==> config.mk <==
export PLATFORM = sky130hd
export DESIGN_NAME = switch_led_controller
export DESIGN_NICKNAME = d
export VERILOG_FILES = /design/src/rtl/switch_led_controller.sv
export SDC_FILE = /design/constraint.sdc
export NUM_CORES = 1
export LEC_CHECK = 0
export CAP_MARGIN = 25
export CORE_UTILIZATION = 35
export CTS_BUF_LIST = sky130_fd_sc_hd__clkbuf_2 sky130_fd_sc_hd__clkbuf_4 sky130_fd_sc_hd__clkbuf_8
export DETAILED_ROUTE_END_ITERATION = 8
export MAX_ROUTING_LAYER = met4
export PLACE_DENSITY = 0.55
export SYNTH_ARGS = -nofsm -noshare
export SYNTH_HDL_FRONTEND = slang
export SYNTH_SLANG_ARGS = --single-unit
==> constraint.sdc <==
create_clock -name iClk -period 6.15 [get_ports iClk]
set_input_delay 1.23 -clock iClk [delete_from_list [all_inputs] [get_ports iClk]]
set_output_delay 1.23 -clock iClk [all_outputs]
set_load 0.01 [all_outputs]
==> src/rtl/switch_led_controller.sv <==
// switch_led_controller
// Drives the four board LEDs from four slide switches and a mode button.
// All five raw inputs are synchronised (2-FF) and debounced. A mode FSM then
// selects one of three LED behaviours:
//   PASS   (00) - LEDs follow the debounced switches
//   TOGGLE (01) - each switch press flips its LED
//   CHASE  (10) - a single lit LED rotates every CHASE_CNT cycles
// Optional feature macro: CHASE_DIR_EN - when defined, stable switch 1 = 1
// reverses the CHASE rotation (LED4->3->2->1->4).
// Ports:
//   iClk               system clock, rising edge
//   iRst               asynchronous active-high reset
//   iSwitch_1..4       raw switches, asynchronous to iClk
//   iMode_Btn          raw mode button, asynchronous to iClk
//   oLED_1..4          registered LED outputs
//   oMode[1:0]         current mode (00 PASS, 01 TOGGLE, 10 CHASE)
module switch_led_controller #(
    parameter int DEBOUNCE_CNT = 250000,
    parameter int CHASE_CNT    = 6250000
) (
    input  logic       iClk,
    input  logic       iRst,
    input  logic       iSwitch_1,
    input  logic       iSwitch_2,
    input  logic       iSwitch_3,
    input  logic       iSwitch_4,
    input  logic       iMode_Btn,
    output logic       oLED_1,
    output logic       oLED_2,
    output logic       oLED_3,
    output logic       oLED_4,
    output logic [1:0] oMode
);

    localparam int DB_W = $clog2(DEBOUNCE_CNT);
    localparam int CH_W = $clog2(CHASE_CNT);
    localparam logic [DB_W-1:0] DB_LAST = DB_W'(DEBOUNCE_CNT - 1);
    localparam logic [DB_W-1:0] DB_ZERO = {DB_W{1'b0}};
    localparam logic [DB_W-1:0] DB_ONE  = DB_W'(1);
    localparam logic [CH_W-1:0] CH_LAST = CH_W'(CHASE_CNT - 1);
    localparam logic [CH_W-1:0] CH_ZERO = {CH_W{1'b0}};
    localparam logic [CH_W-1:0] CH_ONE  = CH_W'(1);

    typedef enum logic [1:0] {
        MODE_PASS   = 2'b00,
        MODE_TOGGLE = 2'b01,
        MODE_CHASE  = 2'b10
    } mode_e;

    // Bit 4 is the mode button, bits 3:0 are switches 4..1.
    logic [4:0]            raw_s;
    logic [4:0]            sync1_q;
    logic [4:0]            sync2_q;
    logic [4:0]            stable_q;
    logic [4:0]            stable_d;
    logic [4:0]            stable_dly_q;
    logic [4:0][DB_W-1:0]  db_cnt_q;
    logic [4:0][DB_W-1:0]  db_cnt_d;
    logic [4:0]            rise_s;
    logic [3:0]            sw_rise_s;
    logic                  mode_rise_s;

    mode_e                 state_q;
    mode_e                 state_d;
    logic [3:0]            toggle_q;
    logic [3:0]            toggle_d;
    logic [1:0]            pos_q;
    logic [1:0]            pos_d;
    logic [CH_W-1:0]       tick_q;
    logic [CH_W-1:0]       tick_d;
    logic [3:0]            led_q;
    logic [3:0]            led_d;

    assign raw_s       = {iMode_Btn, iSwitch_4, iSwitch_3, iSwitch_2, iSwitch_1};
    assign rise_s      = stable_q & ~stable_dly_q;
    assign sw_rise_s   = rise_s[3:0];
    assign mode_rise_s = rise_s[4];

    // Debounce: accept s2 once it has differed from stable for DEBOUNCE_CNT cycles in a row.
    always_comb begin
        stable_d = stable_q;
        db_cnt_d = db_cnt_q;
        for (int i = 0; i < 5; i++) begin
            if (sync2_q[i] == stable_q[i]) begin
                db_cnt_d[i] = DB_ZERO;
            end else if (db_cnt_q[i] == DB_LAST) begin
                stable_d[i] = sync2_q[i];
                db_cnt_d[i] = DB_ZERO;
            end else begin
                db_cnt_d[i] = db_cnt_q[i] + DB_ONE;
            end
        end
    end

    // Mode FSM next state: advances only on a debounced rising edge of the button.
    always_comb begin
        state_d = state_q;
        if (mode_rise_s) begin
            case (state_q)
                MODE_PASS:   state_d = MODE_TOGGLE;
                MODE_TOGGLE: state_d = MODE_CHASE;
                MODE_CHASE:  state_d = MODE_PASS;
                default:     state_d = MODE_PASS;
            endcase
        end else begin
            state_d = state_q;
        end
    end

    // Per-mode datapath: a mode change re-initialises everything and swallows switch rises.
    always_comb begin
        toggle_d = toggle_q;
        pos_d    = pos_q;
        tick_d   = tick_q;
        if (mode_rise_s) begin
            toggle_d = 4'b0000;
            pos_d    = 2'd0;
            tick_d   = CH_ZERO;
        end else begin
            case (state_q)
                MODE_PASS: begin
                    toggle_d = toggle_q;
                end
                MODE_TOGGLE: begin
                    toggle_d = toggle_q ^ sw_rise_s;
                end
                MODE_CHASE: begin
                    if (tick_q == CH_LAST) begin
                        tick_d = CH_ZERO;
`ifdef CHASE_DIR_EN
                        // Direction is taken from switch 1 at the moment of each step.
                        pos_d  = stable_q[0] ? (pos_q - 2'd1) : (pos_q + 2'd1);
`else
                        pos_d  = pos_q + 2'd1;
`endif
                    end else begin
                        tick_d = tick_q + CH_ONE;
                    end
                end
                default: begin
                    toggle_d = 4'b0000;
                end
            endcase
        end
    end

    // LED next value: uses the current (pre-change) state, so a new mode shows one edge later.
    always_comb begin
        led_d = 4'b0000;
        case (state_q)
            MODE_PASS:   led_d = stable_q[3:0];
            MODE_TOGGLE: led_d = toggle_q;
            MODE_CHASE:  led_d = 4'b0001 << pos_q;
            default:     led_d = 4'b0000;
        endcase
    end

    // State registers with asynchronous reset back to PASS, LEDs off.
    always_ff @(posedge iClk or posedge iRst) begin
        if (iRst) begin
            sync1_q      <= 5'b00000;
            sync2_q      <= 5'b00000;
            stable_q     <= 5'b00000;
            stable_dly_q <= 5'b00000;
            db_cnt_q     <= {(5*DB_W){1'b0}};
            state_q      <= MODE_PASS;
            toggle_q     <= 4'b0000;
            pos_q        <= 2'd0;
            tick_q       <= CH_ZERO;
            led_q        <= 4'b0000;
        end else begin
            sync1_q      <= raw_s;
            sync2_q      <= sync1_q;
            stable_q     <= stable_d;
            stable_dly_q <= stable_q;
            db_cnt_q     <= db_cnt_d;
            state_q      <= state_d;
            toggle_q     <= toggle_d;
            pos_q        <= pos_d;
            tick_q       <= tick_d;
            led_q        <= led_d;
        end
    end

    assign oLED_1 = led_q[0];
    assign oLED_2 = led_q[1];
    assign oLED_3 = led_q[2];
    assign oLED_4 = led_q[3];
    assign oMode  = state_q;

endmodule

==> impl_metrics.ini <==
[status]
status = complete, no violations

[setup_path]
crit_family = flip-flops
cp_num_cells = 1
cp_cell_sequence = clkdlybuf4s50_1
ff2ff_path_depth = 4
crit_path_end = oMode[0]
slowest_delay_ns = 0.63
reg2reg_slack_ns = 3.65
r2r_end = tick_q[13]
crit_path_end_kind = output port
setup.worst_path.start = oMode[0]
crit_buf_inv = 1
crit_type = flop to output port
cp.required_ns = 4.92
critPathSlowestCell = dfrtp_1
r2r-start = oMode[0]
critPathMaxFanout = 13
startpoint_type = flop
worstPathArrival_ns = 1.70

[pwr]
power_density_nw_per_um2 = 225
p_leak_nw = 3.20
ir_worst_vdd_mv = 0.182

[yosys]
yosysTopAreaCell = dfrtp_1
yosysWarnings = 0
synth_seq_cells = 145
synth.distinct_cells = 43
ys_seq_area_frac = 0.523
syn_nets = 734
synthCells = 717
synth_ff_type = dfrtp_1
synth_top_area_frac = 0.523
synth_area_leaders = dfrtp_1 52%, nor2_1 7.3%, xnor2_1 6.1%, xor2_1 4.8%, nand2_1 2.9%
ys_async_sr_fraction = 1.00
synth_edf_count = 0
syn_area_per_cell_um2 = 9.67
netlist_area_um2 = 6940

[sta]
hold_ws_ns = 0.352
hold_viol = 0
slew_violations = 0
tightest_slew_ns = 1.08
slew_headroom = 0.277
period_share = 0.476
setup_tns_ns = 0
finClkSkew_ns = 0.00700
post-route-min-period_ns = 2.93
rsz0062_at_grt = false
setup_viol = 0
fmax_mhz = 341

[route]
top_layer = met4
first_pass_iters = 4
wl_met1_um = 6460
ant_nets = 0
vias_per_cell = 4.97
wl_um = 13700
dr.first_iter.drc_count = 217
wl_met2_um = 6710
wire_per_inst_um = 13.6
wl_met3_um = 404
drc = 0
via_count = 4989

[layout]
num_antenna_cells = 0
fill_cells = 1902
drive_gt1_frac = 0.0583
areaGrowthSynthToFinish_pct = 11.4
multi_input_area_um2 = 3110
seq_area_um2 = 3630
fin_nets = 744
most-common-layout-cells = 145 x dfrtp_1, 134 x nor2_1, 53 x nand2_1
final_common_cell = dfrtp_1

[clock_network]
hold_buffers = 0
cts-resized-gates = 0
root_buffer = clkbuf_8
clk_pin_slew_ns = 0.07
insertion_delay_ns = 0.44
clockBufferDepth = 2
cts.sinks = 145
numCtsBuffers = 17
cts_tree = yes
cts_setup_buffers = 0
htreeDepth = 4

[global_route]
gr-usage-all-layers = 0.154
grt_pass1_wl_um = 24100
grt_max_degree = 110
antenna_found_initial = 0
overflow = 0
first_global_vias = 5180

[floorplan]
core-area_um2 = 19500
die_h_um = 143
rows = 51
die_width_um = 143
die-area_um2 = 20400
start_util = 0.356
io_pins = 13

[flow_run]
cap_violations = 0

[worst_hold_path]
hold_path_class = flop to flop

[placed_design]
io_buffers = 12
gp_congestion = 0.843
post-dp-hpwl_um = 9210
## power by group
part / switching (mW) / leakage, nW / internal (mW) / total (mW)
clock network: 0.337 / 0.198 / 0.381 / 0.718
registers: 0.00825 / 1.99 / 0.964 / 0.973
logic: 0.0356 / 1.01 / 0.0148 / 0.0503
## metal layers
metal,GRT usage,vias up
met5,-,-
met4,0.0419,0
met3,0.0416,13
met2,0.256,47
met1,0.184,2471
li1,-,2458
## worst reg2reg max path, delay by kind of cell, from the launching register on
kind | cells | cell delay [ns]
compound gates | 1 | 0.30
flops | 1 | 0.63
simple gates | 3 | 1.48
## cells by family after synthesis
| kind of cell | Yosys count | share of synthesized area |
|---|---|---|
| AND/OR/NAND/NOR | 353 | 0.252 |
| flip-flops | 145 | 0.523 |
| XOR/XNOR | 86 | 0.109 |
| AO/OA/AOI/OAI | 60 | 0.0536 |
| buffers and inverters | 52 | 0.0283 |
| multiplexers | 11 | 0.0166 |
| adder cells (fa/ha/maj) | 10 | 0.0180 |
## registers in the layout (all words and copies together) (netlist names)
register	count
tick_q	23
pos_q	2
led_q	4
sync1_q	5
oMode	2
toggle_q	4
db_cnt_q	90
stable_dly_q	5
sync2_q	5
stable_q	5
## cells in the mapped netlist (all sizes together), types with 8 or more instances
cell type  instances
clkbuf            23
and4               8
xnor2             48
nand4             21
nand2             54
ha                10
and3              14
nor2             134
nand3             39
o21ai             25
inv               27
dfrtp            145
nor4              21
or2                8
a21oi             13
xor2              38
nor3              17
## metrics by stage
step           instances  instance area, um^2  utilization  total power [mW]  setup WS [ns]
2_1_floorplan        717                 6940            -              1.02           1.03
3_3_place_gp         971                 7310        0.376              1.04           3.16
3_5_place_dp         971                 7310        0.376              1.04           3.13
4_1_cts             1001                 7690        0.395              1.77           3.18
5_1_grt             1003                 7720        0.397              1.82           3.09
6_report            1003                 7720        0.397              1.74           3.22
## worst min path at each step
stage / cells past startpoint / endpoint / from / slack [ns]
6_report: 0 / sync2_q[0] / sync1_q[0] / 0.35
5_1_grt: 0 / sync2_q[2] / sync1_q[2] / 0.36
4_1_cts: 0 / sync2_q[0] / sync1_q[0] / 0.35
3_5_place_dp: 0 / sync2_q[0] / sync1_q[0] / 0.34
3_3_place_gp: 0 / sync2_q[0] / sync1_q[0] / 0.33
2_1_floorplan: 0 / sync2_q[0] / sync1_q[0] / 0.33
## final cells by class
| type | count | share of cell area |
|---|---|---|
| clock inverter | 5 | 0.00680 |
| sequential | 145 | 0.470 |
| tap | 265 | 0.0429 |
| inverter | 27 | 0.0138 |
| clock buffer | 25 | 0.0421 |
| multi-input combinational | 520 | 0.403 |
| timing repair buffer | 16 | 0.0220 |
Note: power is estimated with default switching activity, not from simulation.
